[config.mk]
export PLATFORM = sky130hd
export DESIGN_NAME = pipeline_regs
export DESIGN_NICKNAME = d
export VERILOG_FILES = /design/src/rtl/pipe_pkg.sv /design/src/rtl/pipeline_regs_pipe_reg.sv /design/src/rtl/pipeline_regs.sv
export SDC_FILE = /design/constraint.sdc
export NUM_CORES = 1
export LEC_CHECK = 0
export CAP_MARGIN = 40
export CORE_AREA = 2 2 176 178
export CTS_BUF_LIST = sky130_fd_sc_hd__clkbuf_2 sky130_fd_sc_hd__clkbuf_4 sky130_fd_sc_hd__clkbuf_8
export DETAILED_ROUTE_END_ITERATION = 10
export DIE_AREA = 0 0 178 180
export GPL_TIMING_DRIVEN = 0
export PLACE_DENSITY = 0.77
export SKIP_CTS_REPAIR_TIMING = 1
export SYNTH_ARGS = -nofsm -noshare
export SYNTH_HDL_FRONTEND = slang
export SYNTH_SLANG_ARGS = --single-unit
[constraint.sdc]
create_clock -name clk -period 2 [get_ports clk]
set_input_delay 0.2 -clock clk [delete_from_list [all_inputs] [get_ports clk]]
set_output_delay 0.2 -clock clk [all_outputs]
set_load 0.03 [all_outputs]
[src/rtl/pipe_pkg.sv]
// Shared types and constants for the five-stage pipeline register slice.
package pipe_pkg;

    // Decoded control bits that travel with an instruction from D onwards.
    typedef struct packed {
        logic reg_write;
        logic mem_to_reg;
        logic reg_dst;
    } ctrl_t;

    // Forwarding operand selects; 2'b11 is reserved and behaves like FWD_RF.
    localparam logic [1:0] FWD_RF = 2'b00;
    localparam logic [1:0] FWD_W  = 2'b01;
    localparam logic [1:0] FWD_M  = 2'b10;

    localparam logic [15:0] STALL_MAX = 16'hFFFF;

    // D/E register contents.
    typedef struct packed {
        ctrl_t       ctrl;
        logic [31:0] rd1;
        logic [31:0] rd2;
        logic [4:0]  rs;
        logic [4:0]  rt;
        logic [4:0]  rd;
    } de_t;

    // E/M register contents.
    typedef struct packed {
        logic        reg_write;
        logic        mem_to_reg;
        logic [4:0]  dst;
        logic [31:0] alu_out;
    } em_t;

    // M/W register contents.
    typedef struct packed {
        logic        reg_write;
        logic        mem_to_reg;
        logic [4:0]  dst;
        logic [31:0] alu_out;
        logic [31:0] read_data;
    } mw_t;

    // Operand forwarding mux shared by both ALU inputs.
    function automatic logic [31:0] fwd_mux(input logic [1:0]  sel,
                                            input logic [31:0] rf_val,
                                            input logic [31:0] w_val,
                                            input logic [31:0] m_val);
        logic [31:0] val;
        case (sel)
            FWD_W:   val = w_val;
            FWD_M:   val = m_val;
            default: val = rf_val;
        endcase
        return val;
    endfunction

endpackage

[src/rtl/pipeline_regs_pipe_reg.sv]
// Generic stage register: synchronous reset, synchronous clear, load enable.
// Priority is reset, then clear, then enable; clear wins over a deasserted enable.
module pipe_reg #(
    parameter int unsigned Width = 32
) (
    input  logic             clk,
    input  logic             reset,
    input  logic             en_i,
    input  logic             clr_i,
    input  logic [Width-1:0] d_i,
    output logic [Width-1:0] q_o
);

    logic [Width-1:0] data_d;
    logic [Width-1:0] data_q;

    // Next-state selection: bubble on clear, load on enable, otherwise hold.
    always_comb begin
        data_d = data_q;
        if (clr_i) begin
            data_d = '0;
        end else if (en_i) begin
            data_d = d_i;
        end
    end

    // State update with synchronous reset.
    always_ff @(posedge clk) begin
        if (reset) begin
            data_q <= '0;
        end else begin
            data_q <= data_d;
        end
    end

    assign q_o = data_q;

endmodule

[src/rtl/pipeline_regs.sv]
// Pipeline register slice of a classic five-stage MIPS-style core: PC, F/D, D/E,
// E/M and M/W registers, E-stage operand forwarding and a PC-stall counter.
module pipeline_regs
    import pipe_pkg::*;
(
    input  logic        clk,
    input  logic        reset,
    input  logic [31:0] pc_next_F,
    output logic [31:0] pc_F,
    input  logic        pc_enab,
    input  logic [31:0] instr_F,
    input  logic        enab_FD,
    output logic [31:0] instr_D,
    output logic [4:0]  rs_D,
    output logic [4:0]  rt_D,
    input  logic        reg_write_D,
    input  logic        mem_to_reg_D,
    input  logic        reg_dst_D,
    input  logic [31:0] rd1_D,
    input  logic [31:0] rd2_D,
    input  logic        flush_DE,
    output logic [4:0]  rs_E,
    output logic [4:0]  rt_E,
    output logic [4:0]  rd_E,
    output logic        mem_to_reg_E,
    input  logic [1:0]  forwardA_E,
    input  logic [1:0]  forwardB_E,
    output logic [31:0] src_a_E,
    output logic [31:0] src_b_E,
    input  logic [31:0] alu_result_E,
    output logic [31:0] alu_out_M,
    output logic [4:0]  reg_id_M,
    output logic        reg_write_M,
    input  logic [31:0] read_data_M,
    output logic [31:0] result_W,
    output logic [4:0]  reg_id_W,
    output logic        reg_write_W,
    output logic [15:0] stall_count
);

    de_t         de_d, de_q;
    em_t         em_d, em_q;
    mw_t         mw_d, mw_q;
    logic [4:0]  dst_E;
    logic [15:0] stall_d, stall_q;
    logic        stall_en;

    // ---------------- Fetch: PC ----------------
    pipe_reg #(.Width(32)) u_pc (
        .clk   (clk),
        .reset (reset),
        .en_i  (pc_enab),
        .clr_i (1'b0),
        .d_i   (pc_next_F),
        .q_o   (pc_F)
    );

    // ---------------- F/D ----------------
    pipe_reg #(.Width(32)) u_fd (
        .clk   (clk),
        .reset (reset),
        .en_i  (enab_FD),
        .clr_i (1'b0),
        .d_i   (instr_F),
        .q_o   (instr_D)
    );

    assign rs_D = instr_D[25:21];
    assign rt_D = instr_D[20:16];

    // D/E payload assembled from decode controls, register reads and instruction fields.
    always_comb begin
        de_d                 = '0;
        de_d.ctrl.reg_write  = reg_write_D;
        de_d.ctrl.mem_to_reg = mem_to_reg_D;
        de_d.ctrl.reg_dst    = reg_dst_D;
        de_d.rd1             = rd1_D;
        de_d.rd2             = rd2_D;
        de_d.rs              = instr_D[25:21];
        de_d.rt              = instr_D[20:16];
        de_d.rd              = instr_D[15:11];
    end

    // ---------------- D/E: loads every cycle, flush inserts a bubble ----------------
    pipe_reg #(.Width($bits(de_t))) u_de (
        .clk   (clk),
        .reset (reset),
        .en_i  (1'b1),
        .clr_i (flush_DE),
        .d_i   (de_d),
        .q_o   (de_q)
    );

    assign rs_E         = de_q.rs;
    assign rt_E         = de_q.rt;
    assign rd_E         = de_q.rd;
    assign mem_to_reg_E = de_q.ctrl.mem_to_reg;
    assign dst_E        = de_q.ctrl.reg_dst ? de_q.rd : de_q.rt;

    // Forwarded ALU operands; result_W and alu_out_M are the bypass sources.
    always_comb begin
        src_a_E = fwd_mux(forwardA_E, de_q.rd1, result_W, em_q.alu_out);
        src_b_E = fwd_mux(forwardB_E, de_q.rd2, result_W, em_q.alu_out);
    end

    // E/M payload.
    always_comb begin
        em_d            = '0;
        em_d.reg_write  = de_q.ctrl.reg_write;
        em_d.mem_to_reg = de_q.ctrl.mem_to_reg;
        em_d.dst        = dst_E;
        em_d.alu_out    = alu_result_E;
    end

    // ---------------- E/M: no enable, so E-to-W latency never stretches ----------------
    pipe_reg #(.Width($bits(em_t))) u_em (
        .clk   (clk),
        .reset (reset),
        .en_i  (1'b1),
        .clr_i (1'b0),
        .d_i   (em_d),
        .q_o   (em_q)
    );

    assign alu_out_M   = em_q.alu_out;
    assign reg_id_M    = em_q.dst;
    assign reg_write_M = em_q.reg_write;

    // M/W payload.
    always_comb begin
        mw_d            = '0;
        mw_d.reg_write  = em_q.reg_write;
        mw_d.mem_to_reg = em_q.mem_to_reg;
        mw_d.dst        = em_q.dst;
        mw_d.alu_out    = em_q.alu_out;
        mw_d.read_data  = read_data_M;
    end

    // ---------------- M/W ----------------
    pipe_reg #(.Width($bits(mw_t))) u_mw (
        .clk   (clk),
        .reset (reset),
        .en_i  (1'b1),
        .clr_i (1'b0),
        .d_i   (mw_d),
        .q_o   (mw_q)
    );

    assign result_W    = mw_q.mem_to_reg ? mw_q.read_data : mw_q.alu_out;
    assign reg_id_W    = mw_q.dst;
    assign reg_write_W = mw_q.reg_write;

    // Saturating stall counter: advance on PC-stall cycles until all ones.
    always_comb begin
        stall_en = !pc_enab && (stall_q != STALL_MAX);
        stall_d  = stall_q + 16'd1;
    end

    pipe_reg #(.Width(16)) u_stall (
        .clk   (clk),
        .reset (reset),
        .en_i  (stall_en),
        .clr_i (1'b0),
        .d_i   (stall_d),
        .q_o   (stall_q)
    );

    assign stall_count = stall_q;

endmodule

Yosys cells after proc, flatten, opt, wreduce, memory -nomap -nowiden
Cells that the tools add are included.
Storage, ports and cells
  flip-flop bits (word level): 272
  latch bits: 0
  memory bits (writable): 0
  ROM bits: 0
  bits of input ports: 204
  output and inout bits: 246
  logic and storage cells: 19
  memories: 0
Cells by class
  $add $sub $neg: 1
  $mul: 0
  div/mod/pow operators: 0
  order comparisons: 0
  equality and inequality tests: 5
  shift operators: 0
  mux-type cells: 4
  bitwise operators: 0
  reductions and logical operators: 3
Operator list (number)
  $pmux 32 s2: 2
  $mux 32: 1
  $add 16x1->16 const B: 1
  $ne 16x16->1 const B: 1
  $mux 5: 1
  $eq 2x1->1 const B: 2
  $eq 2x2->1 const B: 2
  $reduce_or 2->1: 1
  $logic_and 1x1->1: 1
  $logic_not 1->1: 1

Depth between registers and ports, before layout
  depth after elaboration: 2
  depth in mapped cells: 6

Cells and area by module
From an unflattened synthesis, not the netlist that was laid out.
Second synthesis, totals
  cell total of the unflattened synthesis: 1206
  area total of the unflattened synthesis: 12281.8 um^2
Modules (own cells, without submodules)
  pipe_reg at u_de: instances 1, cells each 265, area each 3009.1 um^2
  pipe_reg at u_mw: instances 1, cells each 230, area each 2581.2 um^2
  pipeline_regs: instances 1, cells each 321, area each 2377.3 um^2
  pipe_reg at u_fd ...: instances 2, cells each 105, area each 1156.1 um^2
  pipe_reg at u_em: instances 1, cells each 127, area each 1420.1 um^2
  pipe_reg at u_stall: instances 1, cells each 53, area each 581.8 um^2

Worst setup path before layout
OpenSTA, ideal clock, no wires.
  path type: register to output
  start: register u_mw.data_q[69] (netlist: u_mw.q_o[69])
  end: output src_b_E[3]
  data arrival time: 1.762 ns
  slack: 0.038 ns
  cell stages (with the launch flop): 6
  buffers on the path: 2
  cells stage by stage: dfxtp_1 -> clkbuf_1 -> buf_2 -> mux2_2 -> a22oi_1 -> o21ai_0
On the way
  longest elaborated chain between the ends: 2
RTL lines
  start, declared: line pipeline_regs_pipe_reg.sv:15  | logic [Width-1:0] data_q;
  start signal, assigned: line pipeline_regs_pipe_reg.sv:32  | data_q <= data_d;
  $mux 32: line pipeline_regs.sv:149  | assign result_W = mw_q.mem_to_reg ? mw_q.read_data : mw_q.alu_out;
  named net result_W[3]: line pipeline_regs.sv:35  | output logic [31:0] result_W,
  $pmux 32 s2: line pipe_pkg.sv:51  | case (sel)
  end, declared: line pipeline_regs.sv:29  | output logic [31:0] src_b_E,
The timed path passes the listed nets, and every way through them passes these cells.

Worst setup path in the final report
  start: register u_mw.data_q[69] (netlist: u_mw.q_o[69])
  end: output src_a_E[5]
On the way
  longest elaborated chain between the ends: 2
RTL lines
  $mux 32: line pipeline_regs.sv:149
  $pmux 32 s2: line pipe_pkg.sv:51
  end, declared: line pipeline_regs.sv:28  | output logic [31:0] src_a_E,
No other way between the ends.

==> results.md <==
- Setup WS pre-CTS: -1250 ps
- Post-route ant nets: 0
- Pin count of the biggest net entering global routing: 13
- Compound-Gate Fraction of Synth Area: 9.38%
- CTS clk-pin slew, worst paths: 60 ps
- Die width: 178 µm
- Yosys warns: 0
- Register bit count reported by yosys: 272
- Internal: 9.93 mW
- DRC errors left: 0
- Starting Density: 34.1%
- Hold crit path type: input pin to flip-flop
- Post-synth top cells: 272 x dfxtp_1, 105 x nor2b_1, 84 x and2_1
- Worst Tran Pin Value: 813 ps
- Area grow syn2layout: 59.7%
- Pwr Total: 13.6 mW
- First-pass GRT wire length: 58000 µm
- CTS tree: yes
- PwrDens: 826 nW/µm²
- Clock Sinks: 272
- Crit-path cells: buf_8 > mux2_2 > a22oi_1 > o21ai_2 > buf_2
- Hold_sp: enab_FD
- Congestion Overflow GR: 0
- Vias in the first global route: 9679
- Power share of the sequential group: 42.7%
- Sw frac: 27.0%
- Synth Area per Inst: 9.88 µm²
- Layout cell share with drive strength beyond 1: 22.2%
- Global router's overall resource usage: 23.8%
- Top post-synthesis cells by area: dfxtp_1 53%, mux2i_1 6.9%, nor2b_1 6.4%
- Inserted Clock Buffers: 47
- Hold Fails Final Rpt: 0
- Final setup vio count: 61
- Insertion delay to the later sink of the worst-skew pair: 570 ps
- Synth cell types: 39
- Critical Path AT: 2020 ps
- Core Area: 30200 µm²
- R2R Setup Slk: 220 ps
- Clock share of power: 40.7%
- Hold Path Stages: 3
- Req. time, crit path: 1800 ps
- CTS max path bufs: 3
- Syn Inst Count: 1043
- Worst setup margin: -221 ps
- Die area: 32000 µm²
- Comb pwr share: 16.6%
- Largest area contributor in the netlist: dfxtp_1
- DR iter-0 viols: 571
- CTS root buf: clkbuf_8
- Crit-path max FO: 10
- Startpoint class of the critical path: flip-flop
- Critical Path Sink Type: output pin
- Critical R2R Launch: u_stall.q_o[12]$_SDFFE_PP0P_
- Synthesized netlist net count: 1252
- Synth Area in Adders: 0.607%
- Crit path kind: flip-flop to output pin
- Violated checks: negative setup slack
- Total Routed Length: 40000 µm
- Port bufs: 446
- Max Cap Viol: 0
- DR WL/cell: 20.3 µm
- Maximum clock rate: 0.450 GHz
- Num ports: 450
- Max IR drop VDD: 0.000529 V
- Net Sw Power: 3.66 mW
- Top FF cell, synth: dfxtp_1
- Critical path's largest stage delay: 410 ps
- Drt first pass iters: 5
- Simple-Gate Fraction of Synth Area: 18.6%
- Critical path's slowest cell: mux2_2
- Via density per instance: 4.88
- Dpl hpwl: 30000 µm
- CP Buf/Inv Count: 2
- Initial antenna violation count: 3
- Slew margin rel.: 45.8%
- Largest family of logic cells by synthesized area: simple AND/OR/NAND/NOR gates
- Hold Path Sink: u_fd.q_o[31]$_SDFFE_PP0P_
- Number of H-tree levels: 2
- Pins over their slew limit: 0
- Synth top area share: 52.8%
- Leak: 7.42 nW
- Final nets: 1752
- GP Congestion: 0.924
- Seq/Total Area, Yosys: 52.8%
- Period Utilization, post-route: 111%
- RSZ-0062 raised after global routing: true
- Post-synth EDFFs: 0
- R2R depth: 4
- Xor/xnor cell area share of the yosys netlist: 0.340%
- Synth async-reset ratio: 0%
- Layout Skew: 38.9 ps
- FP Rows: 64
- Status: finished, violations left
- Reg-to-Reg End: u_stall.q_o[5]$_SDFFE_PP0P_
- Most common cell in the netlist: dfxtp_1
- Synthesized area: 10300 µm²
- Fin crit period: 2220 ps
- Vias: 9647
- Mux cell area share after synthesis: 10.4%
- Largest delay share family, worst path: multiplexers
- Chip height: 180 µm
## logic make-up (layout without fill, tap and decap cells)
logic type,after synthesis,after routing
flops,272,272
buf+inv,143,677
other cells,0,4
simple gates,363,363
mux,103,103
fa+ha+maj,5,5
xor+xnor,4,4
compound gates,153,153
## worst register-to-register path, cell delays in order, from the launching register on
cell and delay (ps):
dfxtp_1 450, nand4_1 360, nor4_1 580, o21ai_0 180
a21oi_1 130
## registers in the layout, summed over array words and instances, names as in the netlist
| signal | flops |
|---|---|
| u_pc.q_o | 32 |
| u_de.q_o | 82 |
| u_stall.q_o | 16 |
| u_fd.q_o | 32 |
| u_em.q_o | 39 |
| u_mw.q_o | 71 |
## worst max path at each step
stage | startpoint | to | slack (ps) | cells after the start
2_1_floorplan | u_mw.q_o[69]$_SDFF_PP0_ | src_b_E[3] | 40 | 5
3_3_place_gp | forwardA_E[0] | src_a_E[5] | -1250 | 7
3_5_place_dp | forwardA_E[0] | src_a_E[5] | -1250 | 7
4_1_cts | forwardA_E[0] | src_a_E[5] | -1280 | 7
5_1_grt | u_mw.q_o[69]$_SDFF_PP0_ | src_b_E[9] | -290 | 6
6_report | u_mw.q_o[69]$_SDFF_PP0_ | src_a_E[5] | -220 | 5
## placed cells by master (no fill, tap or decap), drive strengths merged, types with 2 or more instances in the layout
cell	n
mux2	32
a211oi	3
a22oi	64
ha	5
nand3	4
nand4	6
clkdlybuf4s50	315
and2	84
and3	2
inv	6
bufinv	2
dlymetal6s2s	45
xor2	3
and4b	3
nor3	2
o21ai	70
and4	2
or3	5
nor2	78
nand2	69
a21oi	7
dfxtp	272
nor2b	105
buf	162
clkinv	5
clkbuf	140
a31oi	3
mux2i	71
diode	4
## area by class of cell
class | count | area, µm²
Inverter | 6 | 22.5
Clock inverter | 8 | 104
Buffer | 134 | 876
Tap cell | 396 | 495
Multi-Input combinational cell | 628 | 4270
Timing Repair Buffer | 454 | 4290
Clock buffer | 75 | 938
Sequential cell | 272 | 5450
Fill cell | 2628 | 13700
Antenna cell | 4 | 10.0
## layer usage
layer	vias to the layer above	global-route usage [%]	wire [µm]
li1	4429	-	-
met1	4604	27.2	15100
met2	505	41.1	19600
met3	109	6.81	3630
met4	0	10.2	1670
met5	-	0	0
## through the flow
| stage | std cells | setup TNS, ps | instance area, µm² | util, % | hold WS, ps |
|---|---|---|---|---|---|
| 2_1_floorplan | 1043 | 0 | 10300 | - | 322 |
| 3_3_place_gp | 1885 | -86140 | 15300 | 50.6 | 420 |
| 3_5_place_dp | 1886 | -66260 | 15300 | 50.6 | 430 |
| 4_1_cts | 1969 | -87030 | 16300 | 54.1 | -101 |
| 5_1_grt | 1976 | -12800 | 16500 | 54.5 | 69.5 |
| 6_report | 1977 | -7710 | 16500 | 54.5 | 75.7 |
## power groups by stage
stage / combinational (mW) / sequential, mW / clock (mW)
4_1_cts: 2.26 / 5.80 / 5.63
3_3_place_gp: 2.22 / 5.91 / 0
2_1_floorplan: 0.956 / 6.03 / 0
5_1_grt: 2.38 / 5.83 / 5.86
3_5_place_dp: 2.25 / 5.91 / 0
6_report: 2.26 / 5.81 / 5.53
(Power assumes the default switching activity.)
